## config.mk

```make
export PLATFORM = sky130hd
export DESIGN_NAME = control_unit
export DESIGN_NICKNAME = d
export VERILOG_FILES = /design/src/rtl/control_unit.sv
export SDC_FILE = /design/constraint.sdc
export NUM_CORES = 1
export LEC_CHECK = 0
export CAP_MARGIN = 20
export CORE_AREA = 2 2 112 114
export DETAILED_ROUTE_END_ITERATION = 10
export DIE_AREA = 0 0 114 116
export PLACE_DENSITY = 0.78
export SYNTH_ARGS = -nofsm -noshare
export SYNTH_HDL_FRONTEND = slang
export SYNTH_SLANG_ARGS = --single-unit
export TNS_END_PERCENT = 50
```

## constraint.sdc

```tcl
create_clock -name clk -period 4.59 [get_ports clk]
set_input_delay 0.918 -clock clk [delete_from_list [all_inputs] [get_ports clk]]
set_output_delay 0.918 -clock clk [all_outputs]
set_load 0.05 [all_outputs]
```

## src/rtl/control_unit.sv

```systemverilog
// control_unit -- multi-cycle Moore control FSM for a small RV64-style datapath.
//
// Sequence: INIT -> FETCH -> DECODE -> EXEC -> PCUPD -> FETCH ... ; HALT is terminal.
// Decoded: ld, sd, addi, subi, add, sub, beq/bne/blt/bge/bltu/bgeu.
//
// Ports
//   clk                     sole clock, rising edge
//   reset                   synchronous, active-high; forces INIT and blanks every output
//   saida_IR[31:0]          instruction register contents from the datapath
//   BEQ..BGEU               datapath comparator flags for Ra vs Rb
//   we, we_ram              register-file / RAM write enables (EXEC only)
//   load_PC, load_IR        PC load (INIT, PCUPD) / IR load (FETCH)
//   decisor0                ALU B = imm (1) / Rb (0)
//   decisor1                ALU A = Ra (1) / Rb (0)
//   decisor2                writeback = RAM (1) / ALU (0)
//   decisor3                PC source = PC + somador_PC (1) / PCres (0)
//   somador_subtrator       ALU subtract (1) / add (0)
//   Ra, Rb, Rw              register addresses
//   entrada_mux_add_sub     sign-extended ALU immediate
//   somador_PC              PC increment (1, or taken-branch offset)
//   PCres                   absolute PC load value (always 0, used by INIT)
//   halt                    stopped flag
//   retired[31:0]           retired-instruction count, wraps
//
// Build option
//   CU_ILLEGAL_HALT_EN      when defined, an unrecognised encoding in DECODE enters HALT
//                           (halt=1, no enables until reset). When undefined, it runs as a
//                           NOP (no writes, PC+1, counted as retired) and halt is tied 0.

module control_unit (
    input  logic        clk,
    input  logic        reset,
    input  logic [31:0] saida_IR,
    input  logic        BEQ,
    input  logic        BNE,
    input  logic        BLT,
    input  logic        BGE,
    input  logic        BLTU,
    input  logic        BGEU,
    output logic        we,
    output logic        we_ram,
    output logic        load_PC,
    output logic        load_IR,
    output logic        decisor0,
    output logic        decisor1,
    output logic        decisor2,
    output logic        decisor3,
    output logic        somador_subtrator,
    output logic [4:0]  Ra,
    output logic [4:0]  Rb,
    output logic [4:0]  Rw,
    output logic [63:0] entrada_mux_add_sub,
    output logic [63:0] somador_PC,
    output logic [63:0] PCres,
    output logic        halt,
    output logic [31:0] retired
);

    localparam logic [6:0] OpLoad   = 7'b0000011;
    localparam logic [6:0] OpStore  = 7'b0100011;
    localparam logic [6:0] OpImm    = 7'b0010011;
    localparam logic [6:0] OpReg    = 7'b0110011;
    localparam logic [6:0] OpBranch = 7'b1100011;

    typedef enum logic [2:0] {
        StInit,
        StFetch,
        StDecode,
        StExec,
        StPcUpd,
        StHalt
    } state_t;

    state_t      state_q, state_d;
    logic [31:0] retired_q, retired_d;
    logic        br_taken_q, br_taken_d;
    logic [63:0] br_off_q, br_off_d;

    // ------------------------------------------------------------------
    // Instruction field extraction and classification
    // ------------------------------------------------------------------
    logic [6:0]  opcode;
    logic [2:0]  funct3;
    logic [6:0]  funct7;
    logic [4:0]  rs1, rs2, rd;
    logic [63:0] imm_i, imm_s, br_off;

    assign opcode = saida_IR[6:0];
    assign funct3 = saida_IR[14:12];
    assign funct7 = saida_IR[31:25];
    assign rs1    = saida_IR[19:15];
    assign rs2    = saida_IR[24:20];
    assign rd     = saida_IR[11:7];
    assign imm_i  = {{52{saida_IR[31]}}, saida_IR[31:20]};
    assign imm_s  = {{52{saida_IR[31]}}, saida_IR[31:25], saida_IR[11:7]};
    assign br_off = {{57{saida_IR[31]}}, saida_IR[31:25]};

    logic is_ld, is_sd, is_addi, is_subi, is_add, is_sub, is_branch;

    assign is_ld     = (opcode == OpLoad)  && (funct3 == 3'b011);
    assign is_sd     = (opcode == OpStore) && (funct3 == 3'b011);
    assign is_addi   = (opcode == OpImm)   && (funct3 == 3'b000);
    assign is_subi   = (opcode == OpImm)   && (funct3 == 3'b010);
    assign is_add    = (opcode == OpReg) && (funct3 == 3'b000) && (funct7 == 7'b0000000);
    assign is_sub    = (opcode == OpReg) && (funct3 == 3'b000) && (funct7 == 7'b0100000);
    // funct3 010/011 are not branch encodings
    assign is_branch = (opcode == OpBranch) && (funct3[2:1] != 2'b01);

`ifdef CU_ILLEGAL_HALT_EN
    logic legal;
    assign legal = is_ld | is_sd | is_addi | is_subi | is_add | is_sub | is_branch;
`endif

    // Branch condition selected by funct3
    logic br_cond;
    always_comb begin
        br_cond = 1'b0;
        case (funct3)
            3'b000:  br_cond = BEQ;
            3'b001:  br_cond = BNE;
            3'b100:  br_cond = BLT;
            3'b101:  br_cond = BGE;
            3'b110:  br_cond = BLTU;
            3'b111:  br_cond = BGEU;
            default: br_cond = 1'b0;
        endcase
    end

    // Decoded datapath controls; an unrecognised encoding leaves them all 0
    logic [4:0]  dec_ra, dec_rb, dec_rw;
    logic [63:0] dec_imm;
    logic        dec_d0, dec_d1, dec_d2, dec_sub, dec_we;

    always_comb begin
        dec_ra  = '0;
        dec_rb  = '0;
        dec_rw  = '0;
        dec_imm = '0;
        dec_d0  = 1'b0;
        dec_d1  = 1'b0;
        dec_d2  = 1'b0;
        dec_sub = 1'b0;
        dec_we  = 1'b0;
        if (is_ld || is_addi || is_subi) begin
            dec_ra  = rs1;
            dec_rw  = rd;
            dec_imm = imm_i;
            dec_d0  = 1'b1;
            dec_d1  = 1'b1;
            dec_d2  = is_ld;
            dec_sub = is_subi;
            dec_we  = (rd != 5'd0);
        end else if (is_add || is_sub) begin
            dec_ra  = rs1;
            dec_rb  = rs2;
            dec_rw  = rd;
            dec_d1  = 1'b1;
            dec_sub = is_sub;
            dec_we  = (rd != 5'd0);
        end else if (is_sd) begin
            // store data travels on the A side, base on the B side
            dec_ra  = rs2;
            dec_rb  = rs1;
            dec_imm = imm_s;
            dec_d0  = 1'b1;
            dec_d2  = 1'b1;
        end else if (is_branch) begin
            dec_ra  = rs1;
            dec_rb  = rs2;
            dec_d1  = 1'b1;
        end
    end

    // ------------------------------------------------------------------
    // State register
    // ------------------------------------------------------------------
    always_ff @(posedge clk) begin
        if (reset) begin
            state_q    <= StInit;
            retired_q  <= '0;
            br_taken_q <= 1'b0;
            br_off_q   <= '0;
        end else begin
            state_q    <= state_d;
            retired_q  <= retired_d;
            br_taken_q <= br_taken_d;
            br_off_q   <= br_off_d;
        end
    end

    // ------------------------------------------------------------------
    // Next-state logic
    // ------------------------------------------------------------------
    always_comb begin
        state_d    = state_q;
        retired_d  = retired_q;
        br_taken_d = br_taken_q;
        br_off_d   = br_off_q;
        case (state_q)
            StInit:   state_d = StFetch;
            StFetch:  state_d = StDecode;
            StDecode: begin
`ifdef CU_ILLEGAL_HALT_EN
                state_d = legal ? StExec : StHalt;
`else
                state_d = StExec;
`endif
            end
            StExec: begin
                state_d    = StPcUpd;
                // count on entry to PCUPD so the new total is visible there
                retired_d  = retired_q + 32'd1;
                br_taken_d = is_branch & br_cond;
                br_off_d   = br_off;
            end
            StPcUpd:  state_d = StFetch;
            StHalt:   state_d = StHalt;
            default:  state_d = StInit;
        endcase
    end

    // ------------------------------------------------------------------
    // Moore outputs; everything is blanked while reset is high
    // ------------------------------------------------------------------
    always_comb begin
        we                  = 1'b0;
        we_ram              = 1'b0;
        load_PC             = 1'b0;
        load_IR             = 1'b0;
        decisor0            = 1'b0;
        decisor1            = 1'b0;
        decisor2            = 1'b0;
        decisor3            = 1'b0;
        somador_subtrator   = 1'b0;
        Ra                  = '0;
        Rb                  = '0;
        Rw                  = '0;
        entrada_mux_add_sub = '0;
        somador_PC          = '0;
        PCres               = '0;
        if (!reset) begin
            case (state_q)
                StInit: begin
                    // PC <= PCres (0)
                    load_PC = 1'b1;
                end
                StFetch: begin
                    load_IR = 1'b1;
                end
                StDecode, StExec: begin
                    // Operand selects stay up through EXEC so the datapath
                    // computes and writes back with the same addresses.
                    Ra                  = dec_ra;
                    Rb                  = dec_rb;
                    Rw                  = dec_rw;
                    entrada_mux_add_sub = dec_imm;
                    decisor0            = dec_d0;
                    decisor1            = dec_d1;
                    decisor2            = dec_d2;
                    somador_subtrator   = dec_sub;
                    if (state_q == StExec) begin
                        we     = dec_we;
                        we_ram = is_sd;
                    end
                end
                StPcUpd: begin
                    load_PC    = 1'b1;
                    decisor3   = 1'b1;
                    // taken offset 0 reloads the same PC
                    somador_PC = br_taken_q ? br_off_q : 64'd1;
                end
                default: ;
            endcase
        end
    end

    assign retired = reset ? 32'd0 : retired_q;

`ifdef CU_ILLEGAL_HALT_EN
    assign halt = !reset && (state_q == StHalt);
`else
    assign halt = 1'b0;
`endif

endmodule
```

# ---- Word-level counts from Yosys, hierarchy flattened
# Cells that the tools add are included.
dict set report word_totals {
  ram_bits 0
  out_inout_bits 249
  input_bits 40
  n_memories 0
  latch_bits 0
  wordCells 101
  regBits 43
  mem_bits_ro 0
}
dict set report classes {
  bitwise 1
  addsub 1
  div_mod_pow 0
  order_cmp 0
  n_eq_ne 19
  muxes 59
  n_shift 0
  reduce_logical 17
  n_mul 0
}
# cell n
set ops {}
lappend ops {{$mux 64} 8}
lappend ops {{$mux 5} 16}
lappend ops {{$add 32x1->32 const B} 1}
lappend ops {{$mux 1} 32}
lappend ops {{$mux 32} 1}
lappend ops {{$eq 7x6->1 const B} 3}
lappend ops {{$eq 3x3->1 const B} 6}
lappend ops {{$pmux 3 s5} 1}
lappend ops {{$eq 3x2->1 const B} 4}
lappend ops {{$logic_and 1x1->1} 8}
lappend ops {{$eq 7x2->1 const B} 1}
lappend ops {{$eq 7x5->1 const B} 1}
lappend ops {{$eq 7x7->1 const B} 1}
lappend ops {{$logic_not 7->1} 1}
lappend ops {{$eq 3x1->1 const B} 2}
lappend ops {{$logic_not 3->1} 2}
lappend ops {{$pmux 1 s6} 1}
lappend ops {{$reduce_bool 5->1} 1}
lappend ops {{$reduce_or 2->1} 2}
lappend ops {{$logic_or 1x1->1} 3}
lappend ops {{$ne 2x1->1 const B} 1}
lappend ops {{$and 1x1->1} 1}

# ---- Logic depth before layout (Yosys ltp)
# Gate-level depths: netlist of the first run.
dict set report logic_depth {
  word_depth 9
  depth_mapped 8
}

# ---- Worst setup path before layout of the first run
# OpenSTA, ideal clock, no wires.
dict set report synth_timing {
  path_type {input -> output}
  from {input reset}
  to {output somador_PC[10]}
  required_time_ps 3672
  setup_slack_ps -498
  path_buffers 1
  cell_stages 4
  arrival_ps 4170
  path_cell_list {nor3_1 -> and3_1 -> and2_1 -> buf_4}
}
dict set report synth_via {
  elab_chain_cells 1
}
# element line_no
set synth_lines {}
lappend synth_lines {{start: declaration} 32} ;# input logic reset,
lappend synth_lines {{$mux 64} 241} ;# if (!reset) begin
lappend synth_lines {{end: declaration} 53} ;# output logic [63:0] somador_PC,
# No other way between the ends.

# ---- Final worst setup path of the first run
dict set report layout_timing {
  from {input saida_IR[5]}
  to {output we}
}
dict set report layout_via {
  elab_chain_cells 9
  word_cells_on_any_way 17
}
# element line_no
set layout_lines {}
lappend layout_lines {{start: declaration} 33} ;# input logic [31:0] saida_IR,
lappend layout_lines {{$eq 7x6->1} {104, 105}}
lappend layout_lines {{$logic_and 1x1->1} {104, 105}}
lappend layout_lines {{$logic_and 1x1->1 (on tied branches)} {104, 105}}
lappend layout_lines {{$logic_or 1x1->1} 153} ;# end else if (is_add || is_sub) begin
lappend layout_lines {{$mux 1} 153}
lappend layout_lines {{$mux 1 *} 144} ;# if (is_ld || is_addi || is_subi) begin
lappend layout_lines {{$mux 1 *} 261} ;# if (state_q == StExec) begin
lappend layout_lines {{$mux 1 *} 242} ;# case (state_q)
lappend layout_lines {{$mux 1 *} 241}
lappend layout_lines {{end: declaration} 40} ;# output logic we,
# Mark *: on every way between the ends. The rest lies on a longest branch, timed or not.

==> flow_summary.json, run 1 <==
{
  "outcome": "completed",
  "ctsHoldBuffers": 0,
  "netlist_instances": 528,
  "rsz0062_at_grt": "no",
  "rr_worst_depth": 5,
  "synth_edf_count": 0,
  "final_hold_viol_count": 0,
  "postCtsSetupBuffers": 0,
  "h-tree-depth": 2,
  "dr.pass1.iters": 4,
  "grt_max_degree": 65,
  "cpPeakStageDelay_ns": 0.63,
  "grt_overflow": 0,
  "synth_area_mm2": 0.00402,
  "routabilityCongestion": 0.826,
  "ctsResizeCount": 0,
  "start_kind": "input port",
  "r2r_slack_ns": 2.29,
  "core_area_mm2": 0.0119,
  "slowest_stage": "clkdlybuf4s50_1",
  "clk_path_buf_depth": 2,
  "drv_slew": 0,
  "antenna_found_initial": 0,
  "cts.sinks": 43,
  "finish.utilization": 0.573,
  "critical_path.top_delay_family": "compound AO/OA/AOI/OAI gates",
  "yosys_register_bits": 43,
  "ys_types": 49,
  "fin_skew_ns": 0.00587,
  "synth_flop_cell": "dfxtp_1",
  "final_antenna_net_count": 0,
  "root_buffer": "clkbuf_16",
  "wire_per_inst_um": 15.6,
  "ios": 289,
  "nNetsFinal": 683,
  "ys_warn_count": 0,
  "grt_pass1_wl_um": 18700,
  "route.vias.total": 3521,
  "p_total_mw": 0.970,
  "syn2layout_area_growth_pct": 69.8,
  "worst-path-buf-inv": 2,
  "synthArstFlopShare": 0,
  "die_w_um": 114,
  "hold_path.class": "flop to flop",
  "diodes": 0,
  "nFillCells": 996,
  "drv_cap": 0,
  "synth.avg_cell_area_um2": 7.61,
  "drt-total-wl_um": 12300,
  "seq_area_um2": 861,
  "drtIter0Drc": 281,
  "p_leak_nw": 2.70,
  "numCtsBuffers": 5,
  "r2r-start": "state_q[1]",
  "start_util": 0.337,
  "cp_data_arrival_time_ns": 3.17,
  "crit_start": "saida_IR[5]",
  "crit_type": "input port to output pin",
  "clk_latency_ns": 0.28,
  "route.detailed.drc": 0,
  "grt_pass1_vias": 3264,
  "layout_min_cycle_time_ns": 4.09,
  "portBuffers": 223,
  "viasPerCell": 4.46,
  "relSlewSlack": 0.386,
  "cp.depth": 7,
  "power_density_mw_per_mm2": 142,
  "critical_path.endpoint": "we",
  "critical_path_required_ns": 3.67,
  "ys_seq_area_frac": 0.214,
  "worst_slew_pin_slew_ns": 0.917,
  "setup_violations": 0,
  "r2r-end": "retired_q[22]",
  "fin_crit_sh": 0.891,
  "cts.clk_slew.worst_paths_ns": 0.06,
  "grtUsageTotal": 0.176,
  "crit_fanout": 8,
  "cts_tree": "built",
  "worstSetupEndpointType": "output pin",
  "drive_gt1_frac": 0.274,
  "die-area_mm2": 0.0132,
  "post-dp-hpwl_um": 10000,
  "clock.fmax_mhz": 244,
  "multi_input_area_mm2": 0.00197,
  "die_height_um": 116,
  "cp_cell_sequence": "clkdlybuf4s50_1 > nor4b_2 > nand3b_1 > o22ai_2 > nand2_1 > a311oi_1 > buf_12",
  "ir_drop_mv": 0.163,
  "std_cell_rows": 40
}
worst min path at each step:
stage	from	end	slack [ns]	cells after the start
detailed placement	br_off_q[3]	br_off_q[3]	0.44	2
CTS	br_off_q[3]	br_off_q[3]	0.45	2
floorplan	br_off_q[6]	br_off_q[6]	0.43	2
finish	br_off_q[2]	br_off_q[2]	0.45	2
global placement	br_off_q[5]	br_off_q[5]	0.44	2
global route	br_off_q[3]	br_off_q[3]	0.48	2
power by group:
part | total (mW) | switching (mW) | internal (mW)
sequential | 0.387 | 0.00777 | 0.379
combinational | 0.225 | 0.175 | 0.0502
clock | 0.358 | 0.140 | 0.218
per-layer routing:
metal | vias up | global-route usage | part of all wire
li1 | 1723 | - | -
met1 | 1647 | 0.209 | 0.38
met2 | 145 | 0.327 | 0.54
met3 | 6 | 0.0424 | 0.070
met4 | 0 | 0.0285 | 0.0070
met5 | - | 0 | 0
cell type report:
| type | instances | share of cell area |
|---|---|---|
| sequential | 43 | 0.126 |
| multi-input combinational | 347 | 0.289 |
| clock buffer | 7 | 0.0209 |
| tap | 147 | 0.0270 |
| inverter | 9 | 0.00495 |
| timing repair buffer | 236 | 0.530 |
| clock inverter | 1 | 0.00128 |
worst register-to-register path, stage by stage, from the launching register on:
cell     delay, ns
dfxtp_1       0.52
and3b_1       0.45
and3_1        0.54
nand3_1       0.23
or3_1         0.35
a21oi_1       0.14
synth_stat cells (all sizes together) (2+ instances only):
| cell type | number | share of area |
|---|---|---|
| buf | 182 | 0.34 |
| nor2 | 55 | 0.051 |
| dfxtp | 43 | 0.21 |
| nand2 | 33 | 0.031 |
| nor2b | 31 | 0.048 |
| xor2 | 23 | 0.050 |
| a21oi | 19 | 0.024 |
| and2 | 17 | 0.026 |
| nand3 | 17 | 0.022 |
| nand4 | 15 | 0.025 |
| clkbuf | 11 | 0.010 |
| inv | 9 | 0.0084 |
| and3 | 8 | 0.012 |
| nor3 | 8 | 0.014 |
| xnor2 | 7 | 0.015 |
| a22o | 5 | 0.011 |
| a22oi | 5 | 0.0093 |
| a32oi | 5 | 0.011 |
| o21ai | 5 | 0.0062 |
| or3 | 3 | 0.0047 |
| and4 | 2 | 0.0044 |
| nand2b | 2 | 0.0031 |
| nand3b | 2 | 0.0037 |
| nor3b | 2 | 0.0050 |
| nor4 | 2 | 0.0069 |
| nor4b | 2 | 0.0097 |
| o22ai | 2 | 0.0047 |
metrics by stage:
step	hold slack (ns)	setup TNS [ns]	cell area, µm²	setup slack (ns)	cells
6_report	0.453	0	6820	0.500	790
5_1_grt	0.476	0	6820	0.347	790
4_1_cts	0.453	0	6820	0.470	790
3_5_place_dp	0.445	0	6670	0.507	782
3_3_place_gp	0.438	0	6670	0.444	782
2_1_floorplan	0.432	-17.04	4260	-0.325	592
state kept, by name, summed over array words and instances, names as in the netlist:
register,flops
br_taken_q,1
br_off_q,7
retired_q,32
state_q,3
layout by cell type (no fill, tap or decap), drive strengths merged, types with 2 or more instances in the layout:
cell and n:
buf 157, clkdlybuf4s50 79, conb 65, nor2 55, dfxtp 43, nand2 33, nor2b 31, xor2 23
a21oi 19, and2 17, nand3 17, nand4 15, inv 9, and3 8, nor3 8, xnor2 7
clkbuf 7, o21ai 5, a32oi 5, a22o 5, a22oi 5, or3 3, nand2b 2, nand3b 2
and4 2, nor4b 2, o22ai 2, nor3b 2, nor4 2
logic make-up (layout without fill, tap and decap cells):
logic type                 count (synthesis)  count (layout)  share of synthesized area
AOI/OAI and AO/OA                         46              46                     0.0757
xor gates and xnor gates                  30              30                     0.0654
muxes                                      2               2                    0.00810
and+or+nand+nor                          203             203                      0.278
DFF                                       43              43                      0.214
buffers and inverters                    202             253                      0.355
other                                      1              65                   0.000934
adders and majority gates                  1               1                    0.00311
Power figures use the tool's default switching activity.
==> inputs of run 2 (changes only) <==
--- a/config.mk
+++ b/config.mk
@@ -5,7 +5,6 @@
 export SDC_FILE = /design/constraint.sdc
 export NUM_CORES = 1
 export LEC_CHECK = 0
-export CAP_MARGIN = 20
 export CORE_AREA = 2 2 112 114
 export DETAILED_ROUTE_END_ITERATION = 10
 export DIE_AREA = 0 0 114 116
==> constraint.sdc (replaced) <==
create_clock -name clk -period 4.4 [get_ports clk]
set_input_delay 0.88 -clock clk [delete_from_list [all_inputs] [get_ports clk]]
set_output_delay 0.88 -clock clk [all_outputs]
set_load 0.05 [all_outputs]
==> run 2 against run 1 <==
- utilization rose by 0.25 points
- clock skew barely moved
- wire length fell by 1.2%
- clock-buffer cell count fell by 2
- setup slack got worse by 0.12 ns
- clock power rose by 4%
- largest cell class unchanged
==> flow_summary.json, run 2 (same netlist as run 1, synthesis figures left out) <==
{
  "worstHoldPathCells": 2,
  "worstHoldStart": "br_off_q[2]",
  "top_register": "retired_q",
  "routabilityCongestion": 0.818,
  "final_hold_viol_count": 0,
  "std_cell_rows": 40,
  "worst_slew_pin_slew_ns": 0.961,
  "drt-total-wl_um": 12200,
  "clk_latency_ns": 0.29,
  "viasPerCell": 4.48,
  "root_buffer": "clkbuf_16",
  "crit_type": "input port to output pin",
  "hold_path.class": "flop to flop",
  "final_cells": 786,
  "drv_cap": 0,
  "drv_slew": 0,
  "p_total_mw": 1.01,
  "portBuffers": 223,
  "fin_crit_sh": 0.914,
  "route.detailed.drc": 0,
  "mostFrequentLayoutCells": "buf_12 (137), clkdlybuf4s50_1 (79), conb_1 (65), nor2_1 (55), dfxtp_1 (43)",
  "drive_gt1_frac": 0.271,
  "start_kind": "input port",
  "nFillCells": 986,
  "ctsHoldBuffers": 0,
  "fin_skew_ns": 0.00544,
  "cp_data_arrival_time_ns": 3.14,
  "ctsResizeCount": 0,
  "rr_worst_depth": 5,
  "syn2layout_area_growth_pct": 70.6,
  "ir_drop_mv": 0.158,
  "grt_pass1_wl_um": 18200,
  "wire_per_inst_um": 15.5,
  "start_util": 0.337,
  "nNetsFinal": 679,
  "relSlewSlack": 0.357,
  "r2r-start": "state_q[1]",
  "final_antenna_net_count": 0,
  "layout_min_cycle_time_ns": 4.02,
  "worstSetupEndpointType": "output pin",
  "cts_tree": "built",
  "dp_cells": 778,
  "grt_max_degree": 73,
  "setup_violations": 0,
  "critical_path_required_ns": 3.52,
  "outcome": "completed",
  "numCtsBuffers": 5,
  "grt_pass1_vias": 3165,
  "crit_start": "saida_IR[5]",
  "seq_area_um2": 861,
  "die-area_mm2": 0.0132,
  "route.vias.total": 3523,
  "p_leak_nw": 2.68,
  "timing.final.ws_setup_ns": 0.378,
  "grt_overflow": 0,
  "setup-tns-final_ns": 0,
  "cts.clk_slew.worst_paths_ns": 0.07,
  "grtUsageTotal": 0.171,
  "postCtsSetupBuffers": 0,
  "layout_commonest_cell": "buf_12",
  "ios": 289,
  "h-tree-depth": 2,
  "rsz0062_at_grt": "no",
  "crit_fanout": 8,
  "drtIter0Drc": 131,
  "multi_input_area_mm2": 0.00197,
  "die_w_um": 114,
  "cts.sinks": 43,
  "clk_path_buf_depth": 2,
  "largestRegisters": "retired_q (32), br_off_q (7), state_q (3)",
  "antenna_found_initial": 0,
  "power_density_mw_per_mm2": 148,
  "clock.fmax_mhz": 249,
  "core_area_mm2": 0.0119,
  "dr.pass1.iters": 4,
  "pre_cts_slack_ns": 0.362,
  "diodes": 0,
  "die_height_um": 116,
  "largest_reg_flops": 32,
  "post-dp-hpwl_um": 9890
}
## run 2: cell types whose count changed in the layout (fill, tap and decap cells not counted), sizes merged
cell	change
buf	-4
clkbuf	-2
clkinvlp	+2
clkinv	-1
inv	+1
## run 2: report_power, final
group | total (mW) | leakage (nW) | switching [mW] | internal (mW)
logic | 0.236 | 2.27 | 0.183 | 0.0525
clock network | 0.373 | 0.0664 | 0.161 | 0.212
registers | 0.404 | 0.347 | 0.00827 | 0.395
## run 2: final timing paths
kind / to / slack, ns
max: we / 0.38
min: br_off_q[2] / 0.46
max reg2reg: retired_q[22] / 2.11
min reg2reg: br_off_q[2] / 0.46
## run 2: critical path, stage by stage
cell and delay (ns):
clkdlybuf4s50_1 0.64, nor4b_2 0.26, nand3b_1 0.16, o22ai_2 0.38
nand2_1 0.09, a311oi_1 0.51, buf_12 0.22
## run 2: metal layers
| metal | vias up | share of wire | wire length (µm) | track usage |
|---|---|---|---|---|
| li1 | 1713 | - | - | - |
| met1 | 1670 | 0.38 | 4660 | 0.203 |
| met2 | 135 | 0.54 | 6570 | 0.321 |
| met3 | 5 | 0.073 | 887 | 0.0387 |
| met4 | 0 | 0.0040 | 49 | 0.0244 |
| met5 | - | 0 | 0 | 0 |
## run 2: through the flow
step	hold WS, ns	util	cell area (µm²)
2_1_floorplan	0.432	-	4260
3_3_place_gp	0.438	0.563	6700
3_5_place_dp	0.449	0.563	6700
4_1_cts	0.459	0.575	6850
5_1_grt	0.479	0.575	6850
6_report	0.457	0.575	6850
## run 2: area by class of cell
class                           count  area share
Timing Repair Buffer              232       0.533
Multi-Input combinational cell    347       0.288
Sequential cell                    43       0.126
Tap cell                          147      0.0268
Clock buffer                        5      0.0183
Inverter                            9     0.00493
Clock inverter                      3     0.00347
